`src/rtl/vend_pkg.sv`:
```
// Shared types for the vending transaction controller: coin encoding, FSM states,
// and slot count. Used by vend_sequencer and change_dispenser (DOLLAR_CHANGE_EN aware).
package vend_pkg;

    localparam int VEND_NUM_ITEMS = 9;
    localparam int NICKEL_CENTS   = 5;

    typedef enum logic [2:0] {
        COIN_5   = 3'd0,
        COIN_10  = 3'd1,
        COIN_25  = 3'd2,
        COIN_50  = 3'd3,
        COIN_100 = 3'd4,
        COIN_500 = 3'd5
    } coin_e;

    typedef enum logic [1:0] {
        ST_IDLE,
        ST_CREDIT,
        ST_VEND,
        ST_CHANGE
    } state_e;

    // Codes 6 and 7 map to 0 cents; callers reject them via coin_known().
    function automatic logic [8:0] coin_cents(input logic [2:0] t);
        case (t)
            3'd0:    return 9'd5;
            3'd1:    return 9'd10;
            3'd2:    return 9'd25;
            3'd3:    return 9'd50;
            3'd4:    return 9'd100;
            3'd5:    return 9'd500;
            default: return 9'd0;
        endcase
    endfunction

    function automatic logic coin_known(input logic [2:0] t);
        return t <= 3'd5;
    endfunction

endpackage

```
`src/rtl/change_dispenser.sv`:
```
// Greedy coin pick for the change hopper: largest dispensable coin <= amount.
// DOLLAR_CHANGE_EN adds the 100c coin to the set of dispensable coins.
module change_dispenser
    import vend_pkg::*;
(
    input  logic [8:0] i_amount,
    output logic [2:0] o_coin_type,
    output logic [8:0] o_coin_val
);

    // Later checks override earlier ones, so the largest fitting coin wins.
    always_comb begin
        o_coin_type = COIN_5;
        o_coin_val  = 9'd5;
        if (i_amount >= 9'd10) begin
            o_coin_type = COIN_10;
            o_coin_val  = 9'd10;
        end
        if (i_amount >= 9'd25) begin
            o_coin_type = COIN_25;
            o_coin_val  = 9'd25;
        end
`ifdef DOLLAR_CHANGE_EN
        if (i_amount >= 9'd100) begin
            o_coin_type = COIN_100;
            o_coin_val  = 9'd100;
        end
`else
`endif
    end

endmodule

```
`src/rtl/vend_sequencer.sv`:
```
// Vending transaction controller: price table, credit, event arbitration, vend and
// change handshakes, LEDs and display. Change coin set depends on DOLLAR_CHANGE_EN.
module vend_sequencer
    import vend_pkg::*;
#(
    parameter int NUM_ITEMS  = VEND_NUM_ITEMS,
    parameter int MAX_CREDIT = 500
) (
    input  logic                 clk,
    input  logic                 rst_n,
    input  logic                 coin_valid,
    input  logic [2:0]           coin_type,
    output logic                 coin_reject,
    input  logic                 sel_valid,
    input  logic [3:0]           sel_idx,
    output logic                 sel_denied,
    input  logic                 cancel,
    input  logic                 price_we,
    input  logic [3:0]           price_addr,
    input  logic [6:0]           price_data,
    output logic                 vend_req,
    output logic [3:0]           vend_idx,
    input  logic                 vend_ack,
    output logic                 coin_out_req,
    output logic [2:0]           coin_out_type,
    input  logic                 coin_out_ack,
    output logic [8:0]           credit,
    output logic [NUM_ITEMS-1:0] item_ok,
    output logic [NUM_ITEMS-1:0] item_oos,
    output logic [8:0]           disp_value,
    output logic                 busy
);

    localparam logic [9:0] MAX_C       = 10'(MAX_CREDIT);
    localparam logic [6:0] MAX_NICKELS = 7'(MAX_CREDIT / NICKEL_CENTS);

    state_e     r_state, w_state_nxt;
    logic [8:0] r_credit, w_credit_nxt;
    logic [3:0] r_vend_idx, w_vend_idx_nxt;
    logic       r_coin_reject, w_reject_nxt;
    logic       r_sel_denied, w_denied_nxt;
    logic       r_slot_vld, w_slot_vld_nxt;
    logic [3:0] r_slot_idx, w_slot_idx_nxt;
    logic [8:0] r_price [NUM_ITEMS];

    logic       w_sel_in_range, w_slot_in_range, w_sel_ok, w_coin_ok, w_price_ok;
    logic [8:0] w_sel_price, w_slot_price, w_coin_val, w_chg_val;
    logic [9:0] w_coin_sum;
    logic [2:0] w_chg_type;

    change_dispenser u_chg (
        .i_amount    (r_credit),
        .o_coin_type (w_chg_type),
        .o_coin_val  (w_chg_val)
    );

    assign w_sel_in_range  = 32'(sel_idx) < NUM_ITEMS;
    assign w_slot_in_range = 32'(r_slot_idx) < NUM_ITEMS;

    always_comb begin
        w_sel_price  = '0;
        w_slot_price = '0;
        if (w_sel_in_range)  w_sel_price  = r_price[sel_idx];
        if (w_slot_in_range) w_slot_price = r_price[r_slot_idx];
    end

    assign w_sel_ok   = w_sel_in_range && (w_sel_price != '0) && (r_credit >= w_sel_price);
    assign w_coin_val = coin_cents(coin_type);
    assign w_coin_sum = {1'b0, r_credit} + {1'b0, w_coin_val};
    assign w_coin_ok  = coin_known(coin_type) && (w_coin_sum <= MAX_C);
    assign w_price_ok = price_we && (32'(price_addr) < NUM_ITEMS) && (price_data <= MAX_NICKELS)
                        && (r_state == ST_IDLE || r_state == ST_CREDIT);

    // Arbitration: cancel > selection > coin; a coin losing arbitration is bounced.
    always_comb begin
        w_state_nxt    = r_state;
        w_credit_nxt   = r_credit;
        w_vend_idx_nxt = r_vend_idx;
        w_reject_nxt   = 1'b0;
        w_denied_nxt   = 1'b0;
        w_slot_vld_nxt = r_slot_vld;
        w_slot_idx_nxt = r_slot_idx;
        case (r_state)
            ST_IDLE, ST_CREDIT: begin
                if (cancel) begin
                    w_reject_nxt = coin_valid;
                    if (r_state == ST_CREDIT) w_state_nxt = ST_CHANGE;
                end else if (sel_valid) begin
                    w_reject_nxt = coin_valid;
                    if (r_state == ST_IDLE) begin
                        w_slot_vld_nxt = 1'b1;
                        w_slot_idx_nxt = sel_idx;
                    end
                    if (w_sel_ok) begin
                        w_state_nxt    = ST_VEND;
                        w_vend_idx_nxt = sel_idx;
                    end else begin
                        w_denied_nxt = 1'b1;
                    end
                end else if (coin_valid) begin
                    if (w_coin_ok) begin
                        w_credit_nxt   = w_coin_sum[8:0];
                        w_state_nxt    = ST_CREDIT;
                        w_slot_vld_nxt = 1'b0;
                    end else begin
                        w_reject_nxt = 1'b1;
                    end
                end
            end
            ST_VEND: begin
                w_reject_nxt = coin_valid;
                if (vend_ack) begin
                    w_credit_nxt = r_credit - r_price[r_vend_idx];
                    w_state_nxt  = (w_credit_nxt != '0) ? ST_CHANGE : ST_IDLE;
                end
            end
            ST_CHANGE: begin
                w_reject_nxt = coin_valid;
                if (coin_out_ack) begin
                    w_credit_nxt = r_credit - w_chg_val;
                    if (w_credit_nxt == '0) w_state_nxt = ST_IDLE;
                end
            end
            default: w_state_nxt = ST_IDLE;
        endcase
    end

    always_ff @(posedge clk or negedge rst_n) begin
        if (!rst_n) begin
            r_state       <= ST_IDLE;
            r_credit      <= '0;
            r_vend_idx    <= '0;
            r_coin_reject <= 1'b0;
            r_sel_denied  <= 1'b0;
            r_slot_vld    <= 1'b0;
            r_slot_idx    <= '0;
        end else begin
            r_state       <= w_state_nxt;
            r_credit      <= w_credit_nxt;
            r_vend_idx    <= w_vend_idx_nxt;
            r_coin_reject <= w_reject_nxt;
            r_sel_denied  <= w_denied_nxt;
            r_slot_vld    <= w_slot_vld_nxt;
            r_slot_idx    <= w_slot_idx_nxt;
        end
    end

    always_ff @(posedge clk or negedge rst_n) begin
        if (!rst_n) begin
            for (int i = 0; i < NUM_ITEMS; i++) r_price[i] <= '0;
        end else if (w_price_ok) begin
            r_price[price_addr] <= 9'({2'b00, price_data} * NICKEL_CENTS);
        end
    end

    for (genvar g = 0; g < NUM_ITEMS; g++) begin : g_led
        assign item_oos[g] = (r_price[g] == '0);
        assign item_ok[g]  = (r_price[g] != '0) && (r_credit >= r_price[g]);
    end

    assign coin_reject   = r_coin_reject;
    assign sel_denied    = r_sel_denied;
    assign credit        = r_credit;
    assign vend_req      = (r_state == ST_VEND);
    assign vend_idx      = r_vend_idx;
    assign coin_out_req  = (r_state == ST_CHANGE);
    assign coin_out_type = (r_state == ST_CHANGE) ? w_chg_type : 3'd0;
    assign busy          = (r_state == ST_VEND) || (r_state == ST_CHANGE);
    assign disp_value    = (r_state == ST_IDLE) ? (r_slot_vld ? w_slot_price : 9'd0) : r_credit;

endmodule

```
`config.mk`:
```
export PLATFORM = sky130hd
export DESIGN_NAME = vend_sequencer
export DESIGN_NICKNAME = d
export VERILOG_FILES = /design/src/rtl/vend_pkg.sv /design/src/rtl/change_dispenser.sv /design/src/rtl/vend_sequencer.sv
export SDC_FILE = /design/constraint.sdc
export NUM_CORES = 1
export LEC_CHECK = 0
export ABC_AREA = 1
export CAP_MARGIN = 10
export CORE_UTILIZATION = 40
export DETAILED_ROUTE_END_ITERATION = 16
export HOLD_SLACK_MARGIN = 0.1
export SLEW_MARGIN = 20
export SYNTH_ARGS = -nofsm -noshare
export SYNTH_HDL_FRONTEND = slang
export SYNTH_SLANG_ARGS = --single-unit
```
`constraint.sdc`:
```
create_clock -name clk -period 3.5 [get_ports clk]
set_input_delay 0.875 -clock clk [delete_from_list [all_inputs] [get_ports clk]]
set_output_delay 0.875 -clock clk [all_outputs]
set_load 0.02 [all_outputs]
```
Word-level counts from Yosys, hierarchy flattened
Index checks and enable logic that the tools add are counted.
{ "totals": {"regBits": 103, "latch_bits": 0, "ramBits": 0, "rom_bits": 0, "inputBits": 26, "out_inout_bits": 48, "wordCells": 171, "memories": 0} }
{ "classes": {"addsub": 3, "multipliers": 1, "n_div": 0, "order_cmp": 23, "n_eq_ne": 20, "shift": 0, "mux": 53, "n_bitwise": 5, "n_reduce_logical": 50} }
{ "ops": {"columns": ["operator", "count"], "rows": [
  ["$mux 9", 17],
  ["$bmux 9 s4", 3],
  ["$reduce_bool 9->1", 11],
  ["$ge 9x9->1", 10],
  ["$logic_not 9->1", 10],
  ["$bwmux 81", 1],
  ["$pmux 9 s6", 1],
  ["$demux 9 s4", 1],
  ["$pmux 9 s3", 1],
  ["$mux 2", 11],
  ["$ge 5x5->1 const B", 4],
  ["$not 4->5", 4],
  ["$sub 9x9->9", 2],
  ["$logic_and 1x1->1", 16],
  ["$mux 1", 13],
  ["$lt 4x4->1 const B", 3],
  ["$ne 4x4->1 const B", 3],
  ["$add 9x9->10", 1],
  ["$le 10x9->1 const B", 1],
  ["$ge 9x4->1 const B", 1],
  ["$ge 9x5->1 const B", 1],
  ["$mul 7x3->9 const B", 1],
  ["$ne 2x1->1 const B", 4],
  ["$ne 2x2->1 const B", 4],
  ["24 further kinds", 31]
]} }

Logic depth before layout (Yosys ltp)
{ "depth": {"ltp_word": 12, "ltp_mapped": 24, "ltp_nobuf": 23} }

Cells and area by module
From an unflattened synthesis, not the netlist that was laid out.
{ "hier_totals": {"hier_cells": 1569, "area_unflattened_um2": 10545.1} }
{ "modules_own_cells": {"columns": ["mod", "n_inst", "cells_per_inst", "area_each_um2"], "rows": [
  ["vend_sequencer", 1, 1536, 10357.4],
  ["change_dispenser", 1, 33, 187.7]
]} }

Worst setup path before layout
Ideal clock, no wire load.
{ "synth_path": {"path_type": "reg2reg", "start": "register r_credit[1] (netlist: credit[1])", "end": "register r_state[0]", "setup_ns": 0.118, "arrival_time_ns": 2.936, "required_time_ns": 3.382, "slack_ns": 0.446, "stages_incl_launch_ff": 20, "n_path_buf": 0, "period_less_slack_ns": 3.054, "cell_sequence": "dfrtp_1 > nor2_1 > a21oi_1 > a21oi_1 > nand2_1 > ha_1 > inv_1 > fa_1 > nand3_1 > nand2_1 > nand2_1 > nand2_1 > o21ai_0 > nand2_1 > nor2_1 > nand2_1 > nor2_1 > nand3_2 > nand2_1 > nand2_1"} }
{ "synth_via": {"elab_chain_cells": 7} }
{ "synth_lines": {"columns": ["item", "line_no", "text"], "rows": [
  ["start: declaration", "vend_sequencer.sv:38", "logic [8:0] r_credit, w_credit_nxt;"],
  ["start signal: assignment", "vend_sequencer.sv:139", "r_credit <= w_credit_nxt;"],
  ["$ge 9x4->1", "change_dispenser.sv:15", "if (i_amount >= 9'd10) begin"],
  ["$mux 4", "change_dispenser.sv:15", null],
  ["$mux 5", "change_dispenser.sv:19", "if (i_amount >= 9'd25) begin"],
  ["$sub 9x9->9", "vend_sequencer.sv:120", "w_credit_nxt = r_credit - w_chg_val;"],
  ["$logic_not 9->1", "vend_sequencer.sv:121", "if (w_credit_nxt == '0) w_state_nxt = ST_IDLE;"],
  ["$ne 2x1->1 (no line)", null, null],
  ["$reduce_and 7->1 (no line)", null, null],
  ["end signal: assignment", "vend_sequencer.sv:138", "r_state <= w_state_nxt;"],
  ["end: declaration", "vend_sequencer.sv:37", "state_e r_state, w_state_nxt;"]
]} }
Several ways; a longest one is shown, not always the timed one. The select of a mux whose other input is x is not followed.
A chain may end at the register's enable or synchronous reset.

Final worst setup path
{ "layout_path": {"start": "register r_credit[1] (netlist: credit[1])", "end": "output item_ok[5]"} }
{ "layout_via": {"elab_chain_cells": 2} }
{ "layout_lines": {"columns": ["item", "line_no", "text"], "rows": [
  ["$ge 9x9->1", "vend_sequencer.sv:158", "assign item_ok[g] = (r_price[g] != '0) && (r_credit >= r_price[g]);"],
  ["$logic_and 1x1->1", "vend_sequencer.sv:158", null],
  ["end: declaration", "vend_sequencer.sv:28", "output logic [NUM_ITEMS-1:0] item_ok,"]
]} }
Every way passes these cells.

==> metrics.txt <==
RD Place Congestion 1.03; Avg Inst Size Synth 6.72 um2; critical path startpoint category register; RSZ-0062 raised after global routing yes; Synth Instances 1519; maxcap violations 0; DRC viols 0; largest net degree at the start of global routing a little over 60; Post-Synth Simple-Gate Area between 20 and 30%; commonest non-fill, non-tap cell in the layout nand2_1; FF-to-FF End r_state[1]; #FFs+latches synth between 100 and 150; Ys Warns 0; clk root buf clkbuf_16; WL final roughly 40 mm; fin nets approximately 1800; Final period util 94.7%; Data required, critical path approximately 2.6 ns; num rows 58; GRT overflow 0; Adder-Cell Fraction of Synth Area approximately 16%; Worst EP arrival 2.44 ns; Worst Setup SP credit[1]; area share of xor/xnor cells in the synthesized design 0.858%; Seq/Total Area, Yosys between 20% and 30%; Worst-path clk slew approximately 0.080 ns; die span in y between 150 and 200 um; H-tree level count 3; Max clock buf depth 2; Sink Count 103; largest family of logic cells by synthesized area simple AND/OR/NAND/NOR gates; Antenna Cells 0; vias per inst 5.73; Core Box Area roughly 25000 um2; syn nets around 1700; RR Startpoint vend_idx[0]; pre-CTS WS -0.301 ns; io pins between 70 and 80; mux contribution to synthesized area 0.110%; Iter 0 DRT Violations 1216; TritonCTS buffer count 9; Pins Over Slew Limit 0; reg-to-reg setup timing slack 0.25 ns; Final Hold Fails 0; worst-margin pin slew 0.710 ns; Critical Path End Type primary output; Compound-Gate Fraction of Synth Area 20.6%; initial antenna violation count 0; starting density of the core between 40% and 50%; CP Max Fanout 16; outcome completed; CTS tree built; first-pass GRT wire length around 62 mm; Final ANT Viol Nets 0; Max IR drop VDD 0.400 mV; gr usage total 31.9%; kind of critical path reg -> out; Detailed Routing Iterations Pass 1 6; distinct cell type count after synthesis 47; Clock Latency Late Sink 0.36 ns; Min Hold Slack between 0.4 and 0.5 ns; PnR worst setup slack between 0.15 and 0.2 ns; Final Core Density roughly 49%; LEAKAGE 6.19 nW; Max Clock Freq ~300 MHz; layout cells sized above 1 a little over a tenth; synth-to-layout area growth 20.9%; fill count about 2600; worst hold path type in -> async; minimum clock period after layout ~3.3 ns; die area ~26000 um2; max-slew headroom at the worst pin between 50% and 60%; pwr dens around 1000 nW/um2; PortBufs a little over 70; setup violators final 0; cells on worst reg2reg path 22; CP endpoint item_ok[5]; Die Wd 162 um; post-DP HPWL 31.6 mm; mapped cell area between 10000 and 15000 um2; DR vias around 11000; most frequent cells in the layout nand2_1, o21ai_0, inv_1, nand3_1, a21oi_1; Avg WL per Cell slightly above 20 um; vias in the first global route between 10000 and 15000; Setup Skew between 0.01 and 0.015 ns
-- state kept, by name (all words and copies together), names as in the netlist --
register,flops
r_price,81
credit,9
r_slot_idx,4
vend_idx,4
r_state,2
coin_reject,1
r_slot_vld,1
sel_denied,1
-- synth_stat cells (all sizes together) --
master | number | area [um2]
nor4 | 9 | 56.3
o22ai | 12 | 75.1
o21bai | 2 | 15.0
o221ai | 2 | 17.5
o211ai | 10 | 75.1
a21oi | 154 | 786
xor2 | 3 | 26.3
dfrtp | 103 | 2580
nor3 | 12 | 120
o2111ai | 2 | 35.0
clkbuf | 26 | 101
nand3 | 178 | 906
o31ai | 1 | 7.51
nand2 | 320 | 1210
mux2 | 1 | 11.3
buf | 31 | 193
a31oi | 1 | 6.26
ha | 122 | 1530
a211oi | 2 | 15.0
o21a | 3 | 22.5
nor2 | 91 | 354
o21ai | 205 | 1040
fa | 4 | 80.1
a21boi | 1 | 7.51
nand4 | 15 | 93.8
conb | 1 | 3.75
inv | 181 | 679
or2 | 4 | 25.0
clkinv | 9 | 33.8
and2 | 1 | 6.26
xnor2 | 7 | 61.3
nand3b | 6 | 45.0
-- power by group --
group | switching, mW | internal, mW
Clock | 0.507 | 0.584
Sequential | 0.631 | 1.70
Combinational | 5.71 | 3.31
Total | 6.85 | 5.60
-- repair_timing --
action / 4_1_cts / 5_1_grt
buffers inserted: 0 / 3
hold buffers: 0 / 0
endpoints found under the setup margin: 18 / 33
pin swaps: 0 / 1
resized for setup: 11 / 42
-- layout make-up --
type                       count  area [um2]  area share, %
sequential                   103        2580           20.9
tap                          330         413           3.35
inverter                     190         718           5.82
clock buffer                  11         243           1.97
timing repair buffer         178        1610           13.0
clock inverter                 5        65.1          0.527
multi-input combinational   1169        6710           54.4
-- worst max-delay path, cell delays in order, from the launching register on --
cell	delay [ns]
dfrtp_1	0.45
buf_12	0.20
ha_1	0.31
nand2_1	0.05
o211ai_1	0.19
nand3_1	0.09
nand2_1	0.08
nand3_1	0.07
nand2_1	0.06
a21oi_1	0.06
nor2_1	0.08
o22ai_1	0.07
inv_1	0.05
dlygate4sd2_1	0.32
-- per-layer routing --
| layer | part of all wire [%] | global-route usage (%) | vias up | wire length (um) |
|---|---|---|---|---|
| met5 | 0 | 0 | - | 0 |
| met4 | 4.2 | 13.2 | 0 | 1710 |
| met3 | 7.9 | 3.75 | 97 | 3220 |
| met2 | 44 | 50.0 | 523 | 18200 |
| met1 | 44 | 44.3 | 5345 | 17900 |
| li1 | - | - | 5414 | - |
-- worst min path at each step --
stage                     startpoint           to  slack, ns  depth (start not counted)
final                          rst_n  coin_reject       0.50                          2
after global routing           rst_n  coin_reject       0.53                          2
after CTS                      rst_n  coin_reject       0.52                          2
after detailed placement  r_slot_vld   r_slot_vld       0.50                          2
after global placement    r_slot_vld   r_slot_vld       0.50                          2
after floorplan           r_slot_vld   r_slot_vld       0.47                          2
-- metrics by stage --
step	instances	cell area, um2	setup TNS, ns	power (mW)
final	1986	12300	0	12.5
after global routing	1986	12300	-0.00302	13.5
after CTS	1983	12200	0	12.2
after detailed placement	1967	11900	-2.32	11.2
after global placement	1967	11900	-1.92	11.0
after floorplan	1519	10200	0	7.48
-- cell families after synthesis --
logic type	after synthesis
xor gates and xnor gates	10
adders and majority gates	126
and+or+nand+nor	636
DFF	103
other	1
muxes	1
AOI/OAI and AO/OA	395
buffers and inverters	247
No activity file was read; power rests on OpenSTA's default activity.
==> edit 1 (config.mk and constraints unchanged) <==
Change the package constant `VEND_NUM_ITEMS` from 9 to 18.
--- a/src/rtl/vend_pkg.sv
+++ b/src/rtl/vend_pkg.sv
@@ -2,7 +2,7 @@
 // and slot count. Used by vend_sequencer and change_dispenser (DOLLAR_CHANGE_EN aware).
 package vend_pkg;
 
-    localparam int VEND_NUM_ITEMS = 9;
+    localparam int VEND_NUM_ITEMS = 18;
     localparam int NICKEL_CENTS   = 5;
 
     typedef enum logic [2:0] {
Ports: changed (resized item_ok and item_oos); port bits go from 74 to 92. No check against the original RTL was run, so the function may have changed too.
==> edit 1 against the unedited design <==
Via count is 53% higher; worst setup slack lost 0.17 ns; core utilization increased by 0.73 points; wire length rose by 72%; total power is 72% higher; cell area rose by 54%; synthesized cell count up 49%; synthesized area increased by 52%; sequential cell count increased by 63; hold slack worse by 0.17 ns; final cell count grew 49%; critical path type unchanged; largest power group unchanged.
==> edit 1: results (changes against the unedited design) <==
| Metric | Value |
|---|---|
| Max transition margin | 60.2% (+7.6 points) |
| Layout clock area frac | 2.68% (+0.18 points) |
| Status | completed |
| Cell variety after synth | 48 (+2.1%) |
| Non-clock buffer count in the final layout | 260 (+46%) |
| Crit-path max cell delay | 0.43 ns (-0.02 ns) |
| CTS buffer count | 17 (+8) |
| Vias in the first global route | 16300 (+57%) |
| Port Buffer Count | 86 (+19%) |
| GR Util All Layers | 36.0% (+4.2 points) |
| Non-clock buffering overhead | 12.9% (-0.13 points) |
| Placer Congestion | 1.02 (-1.6%) |
| Clock buffers | 21 (+10) |
| Clock skew | 0.0125 ns (-0.00102 ns) |
| CTS H-Tree Depth | 4 (+1) |
| Detail Placement HPWL | 51.6 mm (+63%) |
| Post-synthesis sequential area ratio | 26.7% (+1.4 points) |
| Storage cell area | 0.00416 mm^2 (+61%) |
| FILL cells | 3889 (+50%) |
| Count of non-CTS inverters in the layout | 256 (+35%) |
| P_leak | 8.97 nW (+45%) |
| Synth top area cells | dfrtp_1, ha_1, nand2_1 |
| Power share of the sequential group | 17.4% (-1.3 points) |
| CP Launch Point | r_slot_idx[0] |
| Multi-input gate share of the layout cell area | 54.0% (-0.39 points) |
| Via-per-instance ratio | 5.88 (+2.6%) |
-- edit 1: cell families (layout without fill, tap and decap cells) --
| group | Yosys count | after routing | share of synthesized area, % |
|---|---|---|---|
| AOI/OAI and AO/OA | 660 | 660 | 22.8 |
| xor gates and xnor gates | 16 | 16 | 0.900 |
| adders and majority gates | 189 | 189 | 15.4 |
| buffers and inverters | 378 | 546 | 9.91 |
| DFF | 166 | 166 | 26.7 |
| other | 2 | 5 | 0.0482 |
| and+or+nand+nor | 858 | 858 | 24.3 |
-- edit 1: routing by layer --
layer | GRT usage, % | wire (um) | share of wire [%] | up-vias
met5 | 0 | 0 | 0 | -
met2 | 54.2 | 30300 | 43 | 972
met3 | 6.62 | 7250 | 10 | 143
met1 | 50.7 | 30500 | 43 | 8134
li1 | - | - | - | 8107
met4 | 14.2 | 2510 | 3.6 | 0
-- edit 1: timing repair --
action                                  4_1_cts  5_1_grt
pin swaps                                     2       19
endpoints found under the setup margin       26       35
buffers inserted                              1        6
endpoints found under the hold margin         0        0
resized for setup                            66       91
gates cloned                                  0        1
-- edit 1: stage by stage --
stage	utilization [%]	setup slack, ns	cells	power (mW)
floorplan	-	0.266	2272	12.3
global placement	47.6	-0.161	2913	18.5
detailed placement	47.6	-0.234	2913	18.7
CTS	49.2	-0.000456	2944	20.5
global route	49.9	-0.0412	2951	23.0
finish	49.9	0.0114	2951	21.4
-- edit 1: worst paths after layout --
check | cells past startpoint | to | slack (ns)
hold reg to reg | 2 | r_slot_vld | 0.55
setup reg to reg | 18 | credit[8] | 0.17
min in group clk | 2 | r_slot_vld | 0.55
max in group asynchronous | 2 | r_price[34] | 2.39
hold / removal | 1 | r_price[116] | 0.33
setup / recovery | 9 | disp_value[1] | 0.01
==> edit 2 (config.mk and constraints unchanged) <==
Made on the original files. Put one more register stage on the output `credit`, without a reset. The value now appears one clock later. The other outputs are not delayed to match.
--- a/src/rtl/vend_sequencer.sv
+++ b/src/rtl/vend_sequencer.sv
@@ -160,7 +160,9 @@
 
     assign coin_reject   = r_coin_reject;
     assign sel_denied    = r_sel_denied;
-    assign credit        = r_credit;
+    always_ff @(posedge clk) begin
+        credit <= r_credit;
+    end
     assign vend_req      = (r_state == ST_VEND);
     assign vend_idx      = r_vend_idx;
     assign coin_out_req  = (r_state == ST_CHANGE);
Check against the original RTL: not equivalent (Yosys sat finds a counterexample within 4 cycles, from zero or initial values and one cycle with rst_n low).
==> edit 2 against the unedited design <==
Worst setup slack lost 0.10 ns; critical endpoint is now r_state[0]; synthesized area grew 0.33%; sequential share of layout area grew 1.3 points; critical path depth grew 1; hold slack lost 0.047 ns; sequential cell count grew 9; total power grew 1.4%; wire length shrank 0.82%; cell area grew 0.84%.
==> edit 2: results (changes against the unedited design) <==
| Metric | Value |
|---|---|
| Post-synthesis async set-or-reset flop share | 92.0% (-8.0 points) |
| Met2 WL | 17.5 mm (-3.8%) |
| Initial antenna violation count | 1 (+1) |
| Xor/xnor share of the synthesized area | 1.03% (+0.17 points) |
| Via count | 11000 (-3.1%) |
| Cell variety after synth | 44 (-6.4%) |
| Mapped Nets | 1653 (-1.1%) |
| Worst Hold Class | flop to flop |
| R2R Setup Slk | 0.08 ns (-0.17 ns) |
| FILL cells | 2623 (+1.0%) |
| Synth warn | 0 (unchanged) |
| Worst-Margin Slew | 0.706 ns (-0.00488 ns) |
| Total Wirelength | 40.6 mm (-0.82%) |
| VDD IR max | 0.626 mV (+56%) |
| Hold Path End | credit[0] |
| Port Buffer Count | 72 (unchanged) |
| Status | completed |
| Sink Count | 112 (+8.7%) |
| CP arrival | 3.68 ns (+1.24 ns) |
| Vias in the first global route | 10000 (-3.0%) |
| Post-synthesis sequential area ratio | 26.9% (+1.7 points) |
| GR Util All Layers | 31.4% (-0.48 points) |
| DP Worst Slack | -0.118 ns (+0.184 ns) |
| Metal1 wirelength | 18.9 mm (+5.5%) |
| First-pass GRT wire length | 61.3 mm (-1.6%) |
| Synth Area in Compound Gates | 20.0% (-0.62 points) |
| Multiplexer share of the synthesized area | 0% (-0.11 points) |
| Total placed cells including tap cells | 1965 (-0.10%) |
| Startpoint types | flop |
| Initial DRC count | 1117 (-8.1%) |
| Mapped Cells | 1501 (-1.2%) |
| Commonest cells post-synth | nand2_1, o21ai_0, nand3_1 |
| First-pass iteration count of the detailed router | 6 (unchanged) |
| FMAX | 293 MHz (-3.0%) |
| Synth top area cells | dfrtp_1, ha_1, nand2_1 |
| Share of cells above drive strength 1 | 10.9% (+0.30 points) |
| Post-DR wirelength/cell | 20.5 um (-0.82%) |
| CP max FO | 34 (+18) |
| Largest net degree at the start of global routing | 52 (-15%) |
| Met3 wire len | 3.29 mm (+2.2%) |
| Clock skew | 0.0157 ns (+0.00215 ns) |
| Placer Congestion | 0.971 (-6.0%) |
| CP max-delay cell | o21ai_0 |
| Max-cap violation count | 0 (unchanged) |
| Crit-path max cell delay | 0.53 ns (+0.08 ns) |
| R2R Path End | r_state[0] |
| Adder-Cell Fraction of Synth Area | 15.7% (-0.052 points) |
| Detail Placement HPWL | 31.6 mm (about the same) |
| Hold depth | 0 |
| FF-to-FF path depth | 14 (-36%) |
| P_leak | 6.15 nW (-0.67%) |
| Highest Signal Layer | met5 |
==> edit 2: cell types whose count changed in the layout (fill, tap and decap cells not counted), sizes merged, moves of 6 or more <==
cell / unedited run / this run
buf: 107 / 119
inv: 183 / 175
nand3: 178 / 170
a21oi: 154 / 147
dfxtp: 0 / 9
nor2: 91 / 98
dlygate4sd2: 4 / 11
nand4: 15 / 21
dlymetal6s2s: 9 / 1
==> edit 2: cells by family (layout without fill, tap and decap cells) <==
| kind of cell | after synthesis | count (layout) |
|---|---|---|
| buf+inv | 230 | 385 |
| fa+ha+maj | 126 | 126 |
| simple gates | 634 | 634 |
| xor+xnor | 12 | 12 |
| compound gates | 386 | 386 |
| other cells | 1 | 1 |
| flops | 112 | 112 |
==> edit 2: how the worst max path moves through the flow <==
stage,end,depth (start not counted)
2_1_floorplan,r_state[0],17
3_3_place_gp,vend_idx[0],15
3_5_place_dp,vend_idx[1],15
4_1_cts,disp_value[2],6
5_1_grt,vend_idx[1],15
6_report,r_state[0],14
==> edit 2: what timing repair did <==
action                     CTS  global route
setup buffers                1             3
resized for setup           20            23
pin swaps                    0             1
cloned                       0             1
setup endpoints to repair   18            23
==> edit 2: worst max-delay path: cells and delay by family (launching register included) <==
kind,cells,cell delay (ns)
adders and majority gates,1,0.44
AOI/OAI and AO/OA,2,0.62
and+or+nand+nor,9,1.44
buffers and inverters,2,0.33
DFF,1,0.47
==> edit 2: layout make-up <==
cell class	instances	area (um^2)	share of cell area, %
timing repair buffer	191	1720	13.8
sequential	112	2760	22.2
clock inverter	7	70.1	0.563
inverter	178	668	5.37
multi-input combinational	1159	6590	52.9
tap	330	413	3.32
clock buffer	9	225	1.81
==> edit 2: where the power goes <==
group | switching, mW | leakage, nW | internal (mW)
sequential | 0.650 | 1.22 | 1.86
clock | 0.563 | 0.147 | 0.507
combinational | 5.63 | 4.78 | 3.42
==> edit 2: metrics by stage <==
stage | hold slack, ns | area [um^2]
3_3_place_gp | 0.451 | 12100
6_report | 0.452 | 12400
2_1_floorplan | 0.394 | 10200
3_5_place_dp | 0.449 | 12100
5_1_grt | 0.466 | 12400
4_1_cts | 0.471 | 12400
==> edit 2: layer usage <==
layer	track usage, %	vias to the layer above
met5	0	-
met4	8.96	2
met3	5.26	54
met2	47.6	454
met1	45.5	5122
li1	-	5389
